`src/rtl/pt_check.sv`:
```
`default_nettype none
// ============================================================================
// Module      : pt_check
// Description : Scans a length-prefixed plaintext buffer and reports whether
//               every message byte lies in the printable range [LO, HI].
// Revision    : 1.0 - initial release
// ============================================================================
module pt_check #(
    parameter logic [7:0] LO = 8'h20,
    parameter logic [7:0] HI = 8'h7E
) (
    input  logic       clk,
    input  logic       rst,
    input  logic       en,
    output logic       rdy,
    output logic [7:0] pt_addr,
    input  logic [7:0] pt_rddata,
    output logic       valid,
    output logic [7:0] bad_idx
);

    typedef enum logic [1:0] {
        S_IDLE     = 2'd0,
        S_WAIT_LEN = 2'd1,
        S_GET_LEN  = 2'd2,
        S_CHECK    = 2'd3
    } state_t;

    state_t     r_state;
    logic [7:0] r_len;
    logic [7:0] r_idx;
    logic       w_in_range;

    assign w_in_range = (pt_rddata >= LO) && (pt_rddata <= HI);

    // pt_addr runs two cycles ahead of the byte being judged because of the
    // registered address plus the one-cycle RAM read latency.
    always_ff @(posedge clk) begin
        if (rst) begin
            r_state <= S_IDLE;
            rdy     <= 1'b0;
            valid   <= 1'b0;
            bad_idx <= 8'd0;
            pt_addr <= 8'd0;
            r_len   <= 8'd0;
            r_idx   <= 8'd0;
        end else begin
            case (r_state)
                S_IDLE: begin
                    if (!rdy) begin
                        rdy <= 1'b1;
                    end else if (en) begin
                        rdy     <= 1'b0;
                        valid   <= 1'b0;
                        bad_idx <= 8'd0;
                        pt_addr <= 8'd0;
                        r_state <= S_WAIT_LEN;
                    end
                end
                S_WAIT_LEN: begin
                    pt_addr <= 8'd1;
                    r_state <= S_GET_LEN;
                end
                S_GET_LEN: begin
                    r_len   <= pt_rddata;
                    r_idx   <= 8'd1;
                    pt_addr <= 8'd2;
                    if (pt_rddata == 8'd0) begin
                        valid   <= 1'b1;
                        rdy     <= 1'b1;
                        r_state <= S_IDLE;
                    end else begin
                        r_state <= S_CHECK;
                    end
                end
                S_CHECK: begin
                    if (!w_in_range) begin
                        valid   <= 1'b0;
                        bad_idx <= r_idx;
                        rdy     <= 1'b1;
                        r_state <= S_IDLE;
                    end else if (r_idx == r_len) begin
                        valid   <= 1'b1;
                        bad_idx <= 8'd0;
                        rdy     <= 1'b1;
                        r_state <= S_IDLE;
                    end else begin
                        r_idx   <= r_idx + 8'd1;
                        pt_addr <= pt_addr + 8'd1;
                    end
                end
                default: r_state <= S_IDLE;
            endcase
        end
    end

endmodule
`default_nettype wire

```
`config.mk`:
```
export PLATFORM = sky130hd
export DESIGN_NAME = pt_check
export DESIGN_NICKNAME = d
export VERILOG_FILES = /design/src/rtl/pt_check.sv
export SDC_FILE = /design/constraint.sdc
export NUM_CORES = 1
export LEC_CHECK = 0
export ABC_CLOCK_PERIOD_IN_PS = 3300
export CORE_MARGIN = 5
export CORE_UTILIZATION = 55
export DETAILED_ROUTE_END_ITERATION = 12
export PLACE_DENSITY = 0.89
export SYNTH_ARGS = -nofsm -noshare
export SYNTH_HDL_FRONTEND = slang
export SYNTH_SLANG_ARGS = --single-unit
```
`constraint.sdc`:
```
create_clock -name clk -period 3.3 [get_ports clk]
set_clock_uncertainty 0.15 [all_clocks]
set_input_delay 0.99 -clock clk [delete_from_list [all_inputs] [get_ports clk]]
set_output_delay 0.99 -clock clk [all_outputs]
set_load 0.02 [all_outputs]
```
# --- After elaboration in Yosys (flattened, before gate mapping) ---
# Cells that the tools add are included.
op_classes:
  n_addsub: 2
  n_mux: 27
  n_eq_ne: 10
  order_cmp: 2
  n_reduce_logical: 12
ops:
  columns: ["operator", "n"]
  rows:
  - ["two-way mux 8 bit", 8]
  - ["case mux 8 bit (2 select lines)", 2]
  - ["case mux 8 bit (4 select lines)", 1]
  - ["adder 8 x 1 -> 8 bit, second input constant", 2]
  - ["two-way mux 2 bit", 5]
  - ["!= test 2 bit, second input constant", 5]
  - ["AND reduction 3 bit", 3]
  - ["== test 8 bit", 1]
  - [">= comparator 8 x 6 -> 1 bit, second input constant", 1]
  - ["<= comparator 8 x 7 -> 1 bit, second input constant", 1]
  - ["logical NOT 8 bit", 1]
  - ["two-way mux 1 bit", 8]
  - ["case mux 2 bit (4 select lines)", 1]
  - ["AND reduction 4 bit", 2]
  - ["case mux 1 bit (3 select lines)", 2]
  - ["AND reduction 5 bit", 1]
  - ["== test 2 bit, second input constant", 2]
  - ["nonzero test 2 bit", 2]
  - ["!= test 3 bit, second input constant", 1]
  - ["nonzero test 3 bit", 1]
  - ["== test 2 x 1 -> 1 bit, second input constant", 1]
  - ["logical NOT 2 bit", 1]
  - ["logical AND 1 bit", 1]
totals:
  elab_cells: 60
  input_bits: 11
  register_bits: 36

# --- Longest topological paths before layout ---
depth:
  ltp_word: 4
  depth_mapped: 8
  ltp_nobuf: 5

# --- Worst setup path before layout ---
# OpenSTA, ideal clock, no wires.
synth_path:
  kind: "input to register"
  from: "in pt_rddata[5]"
  to: "reg r_idx[6]"
  slack_ns: 0.915
  t_required_ns: 3.076
  path_stages: 6
  arrival_time_ns: 2.161
  cell_sequence: "nand4_1 -> o221a_2 -> o21ai_2 -> buf_6 -> or4_1 -> a31oi_1"
synth_via:
  elab_chain_len: 4
  word_cells_on_any_way: 5
  cone_classes: "2 x order compare; 1 x eq/ne; 2 x reduce/logical"
synth_rtl:
  columns: ["element", "line_no", "text"]
  rows:
  - ["from (decl)", "17", "input logic [7:0] pt_rddata,"]
  - [">= comparator 8 x 6 -> 1 bit or <= comparator 8 x 7 -> 1 bit (tied branches)", "34", "assign w_in_range = (pt_rddata >= LO) && (pt_rddata <= HI);"]
  - ["logical AND 1 bit *", "34", null]
  - ["!= test 2 bit (no line) *", null, null]
  - ["AND reduction 3 bit (no line) *", null, null]
  - ["to (signal assigned)", "88", "r_idx <= r_idx + 8'd1;"]
  - ["to (decl)", "31", "logic [7:0] r_idx;"]
# Every way passes the cells marked *; elsewhere a longest branch is shown, timed or not.
# A chain may end at the register's enable or synchronous reset.

# --- Worst setup path in the final report ---
layout_path:
  from: "in pt_rddata[6]"
  to: "reg bad_idx[0]"
layout_via:
  elab_chain_len: 4
  word_cells_on_any_way: 7
  cone_classes: "2 x order compare; 1 x eq/ne; 2 x mux; 2 x reduce/logical"
layout_rtl:
  columns: ["element", "line_no", "text"]
  rows:
  - [">= comparator 8 x 6 -> 1 bit or <= comparator 8 x 7 -> 1 bit (tied branches)", "34", null]
  - ["logical AND 1 bit *", "34", null]
  - ["!= test 3 bit (no line) or two-way mux 8 bit (tied branches)", null, null]
  - ["AND reduction 4 bit (no line) or case mux 8 bit (2 select lines) (tied branches)", null, null]
  - ["to (signal assigned)", "79", "bad_idx <= r_idx;"]
  - ["to (decl)", "19", "output logic [7:0] bad_idx"]
# Marked as above.

==> impl_metrics.py <==
metrics = {
    "placed_design": {
        "dpl_cell_area_um2": 2106,
        "place_ws_ns": 0.09883,
        "port-buffer-count": 28,
        "place.gp.congestion": 0.7855,
        "place.detailed.hpwl_um": 2886,
    },
    "yosys": {
        "synth_top_flop_cell": "dfxtp_1",
        "async_flop_share_pct": 0,
        "ys.warnings.count": 0,
        "yosysSeqAreaShare_pct": 39.43,
        "syn_avg_cell_area_um2": 8.502,
        "synth_seq_cells": 36,
        "synthCells": 215,
        "syn-cell-area_um2": 1828,
        "synth_area_leaders": "dfxtp_1, nand2_1, or4_1, o211ai_1, a31oi_1",
        "synth.distinct_cells": 42,
        "synth_area_leader_cell": "dfxtp_1",
        "synth_edf_count": 0,
        "synth_nets": 228,
        "synth_top_area_share_pct": 39.43,
    },
    "setup_path": {
        "crit_buf_inv": 1,
        "cp_top_family": "compound AO/OA/AOI/OAI gates",
        "cp-endpoint": "bad_idx[0]",
        "r2r_end": "bad_idx[0]",
        "crit_chain": "clkdlybuf4s50_1 -> nand4_1 -> o221a_2 -> o21ai_2 -> a21boi_2 -> a22o_1",
        "reg2reg_depth": 5,
        "cp.required_ns": 3.39,
        "critical_path_class": "input pin to flop",
        "startpoint": "pt_rddata[6]",
        "regToRegStartpoint": "r_idx[3]",
        "crit_cells": 6,
        "reg2reg_slack_ns": 0.74,
        "arrival_ns": 2.97,
        "critPathSlowestCell": "clkdlybuf4s50_1",
        "cpPeakStageDelay_ns": 0.53,
        "crit_path_end_kind": "flop",
        "setup.worst_path.start_class": "input pin",
        "crit_path_max_fanout": 30,
    },
    "timing": {
        "hold_viol": 0,
        "setup_slack_ns": 0.4196,
        "grt_setup_unrepaired": "no",
        "slew_headroom_pct": 31.52,
        "max_freq_ghz": 0.3472,
        "fin_crit_ns": 2.880,
        "fin_crit_sh_pct": 87.29,
        "worst_pin_slew_ns": 1.027,
        "fin_setup_tns_ns": 0,
        "setup_viol": 0,
        "slew_viol_final": 0,
    },
    "power": {
        "pwr_density_cell_nw_per_um2": 479.2,
        "p_leak_nw": 0.6504,
        "peakVddDrop_mv": 0.3113,
    },
    "global_route": {
        "grt_pass1_vias": 1503,
        "grt_pass1_wl_um": 6713,
        "gr-total-overflow": 0,
        "antenna_found_initial": 0,
        "grt_usage_pct": 19.33,
        "grt_max_degree": 32,
    },
    "die": {
        "initial_core_util_pct": 55.66,
        "rows": 21,
        "core_area_um2": 3284,
        "die_h_um": 67.65,
        "die_w_um": 67.65,
        "ioPinCount": 29,
        "die_area_um2": 4577,
    },
    "clocking": {
        "post_cts_buffers": 0,
        "clk_pin_slew_worst_paths_ns": 0.11,
        "cts-root-buf": "clkbuf_4",
        "cts_tree": "built",
        "ctsResizeCount": 0,
        "htreeDepth": 2,
        "holdBufCountCts": 0,
        "numCtsBuffers": 5,
        "insertion_delay_ns": 0.34,
        "cts_buffer_depth": 2,
        "clock_sinks": 36,
    },
    "routing": {
        "via_per_inst": 6.007,
        "vias": 1706,
        "ant_nets": 0,
        "drc": 0,
        "drtPass1Iterations": 4,
        "first_iter_violations": 85,
        "drt-total-wl_um": 4084,
        "wl_per_cell_um": 14.38,
    },
    "layout": {
        "area_delta_synth_final_pct": 18.62,
        "nets": 250,
        "design_area_um2": 2168,
        "mostFrequentLayoutCell": "dfxtp_1",
        "final_cell_mix": "dfxtp_1, nand2_1, clkdlybuf4s50_1",
        "drive_gt1_share_pct": 6.723,
        "num_antenna_cells": 0,
    },
    "min_path": {
        "min_path_type": "flop to flop",
    },
    "run": {
        "cap_violations": 0,
    },
    "status": {
        "status": "completed",
    },
}
==> report_power, final <==
part           total, mW  internal [mW]  leakage (nW)  switching, mW
sequential         0.527          0.467         0.292         0.0601
combinational      0.264          0.100         0.327          0.164
clock              0.248          0.104        0.0315          0.144
total               1.04          0.671         0.650          0.368
==> worst reg2reg max path, cell delays in order, from the launching register on <==
cell and delay, ns:
dfxtp_1 0.51, xnor2_1 0.18, nand4_2 0.19, o21ai_2 0.85, a21boi_2 0.27, a22o_1 0.30
==> metal layers <==
layer	track usage [%]	vias up	part of all wire, %
met3	4.825	8	6.1
met5	0	-	0
li1	-	848	-
met1	24.75	795	46
met2	30.38	55	46
met4	8.861	0	2.0
==> metrics by stage <==
| stage | power (mW) | instances | hold slack (ns) | utilization (%) |
|---|---|---|---|---|
| 6_report | 1.039 | 284 | 0.3289 | 66.02 |
| 5_1_grt | 1.098 | 284 | 0.3499 | 66.02 |
| 4_1_cts | 1.043 | 284 | 0.3295 | 66.02 |
| 3_5_place_dp | 0.7982 | 276 | 0.3106 | 64.11 |
| 3_3_place_gp | 0.7903 | 276 | 0.3074 | 64.11 |
| 2_1_floorplan | 0.7292 | 215 | 0.2988 | - |
==> kinds of logic (layout without fill, tap and decap cells) <==
group / Yosys count / count (layout) / share of synthesized area, %
flip-flops: 36 / 36 / 39.42
buffers and inverters: 18 / 41 / 4.517
XOR/XNOR: 8 / 8 / 3.833
AND/OR/NAND/NOR: 91 / 91 / 27.10
multiplexers: 1 / 1 / 0.5476
AO/OA/AOI/OAI: 59 / 59 / 23.20
adder cells (fa/ha/maj): 2 / 2 / 1.369
==> final cells by class <==
| class | instances | area [µm²] |
|---|---|---|
| Fill cell | 280 | 1116 |
| Multi-Input combinational cell | 161 | 1025 |
| Sequential cell | 36 | 720.7 |
| Timing Repair Buffer | 29 | 287.8 |
| Tap cell | 46 | 57.56 |
| Clock buffer | 7 | 55.05 |
| Inverter | 4 | 15.01 |
| Clock inverter | 1 | 7.507 |
==> Yosys cell counts, drive strengths merged (3+ instances only) <==
cell	count
or4	13
a22o	8
o211ai	12
a21oi	10
buf	5
xnor2	8
dfxtp	36
nor3	3
or3	3
nand2b	6
nor2	10
o21ai	3
nand4	4
clkbuf	9
inv	4
a31oi	14
and2	4
nand3	8
nand2	31
==> registers in the layout (all words and copies together), names as in the netlist <==
| register | count |
|---|---|
| bad_idx | 8 |
| pt_addr | 8 |
| r_idx | 8 |
| r_len | 8 |
| r_state | 2 |
| rdy | 1 |
| valid | 1 |
==> how the worst min path moves through the flow <==
| stage | startpoint | end | slack [ns] | cells past startpoint |
|---|---|---|---|---|
| 3_5_place_dp | r_len[1] | r_len[1] | 0.31 | 2 |
| 5_1_grt | bad_idx[4] | bad_idx[4] | 0.35 | 1 |
| 3_3_place_gp | r_len[1] | r_len[1] | 0.31 | 2 |
| 2_1_floorplan | r_len[0] | r_len[0] | 0.30 | 2 |
| 6_report | r_len[1] | r_len[1] | 0.33 | 2 |
| 4_1_cts | r_len[1] | r_len[1] | 0.33 | 2 |
(Power assumes the default switching activity.)
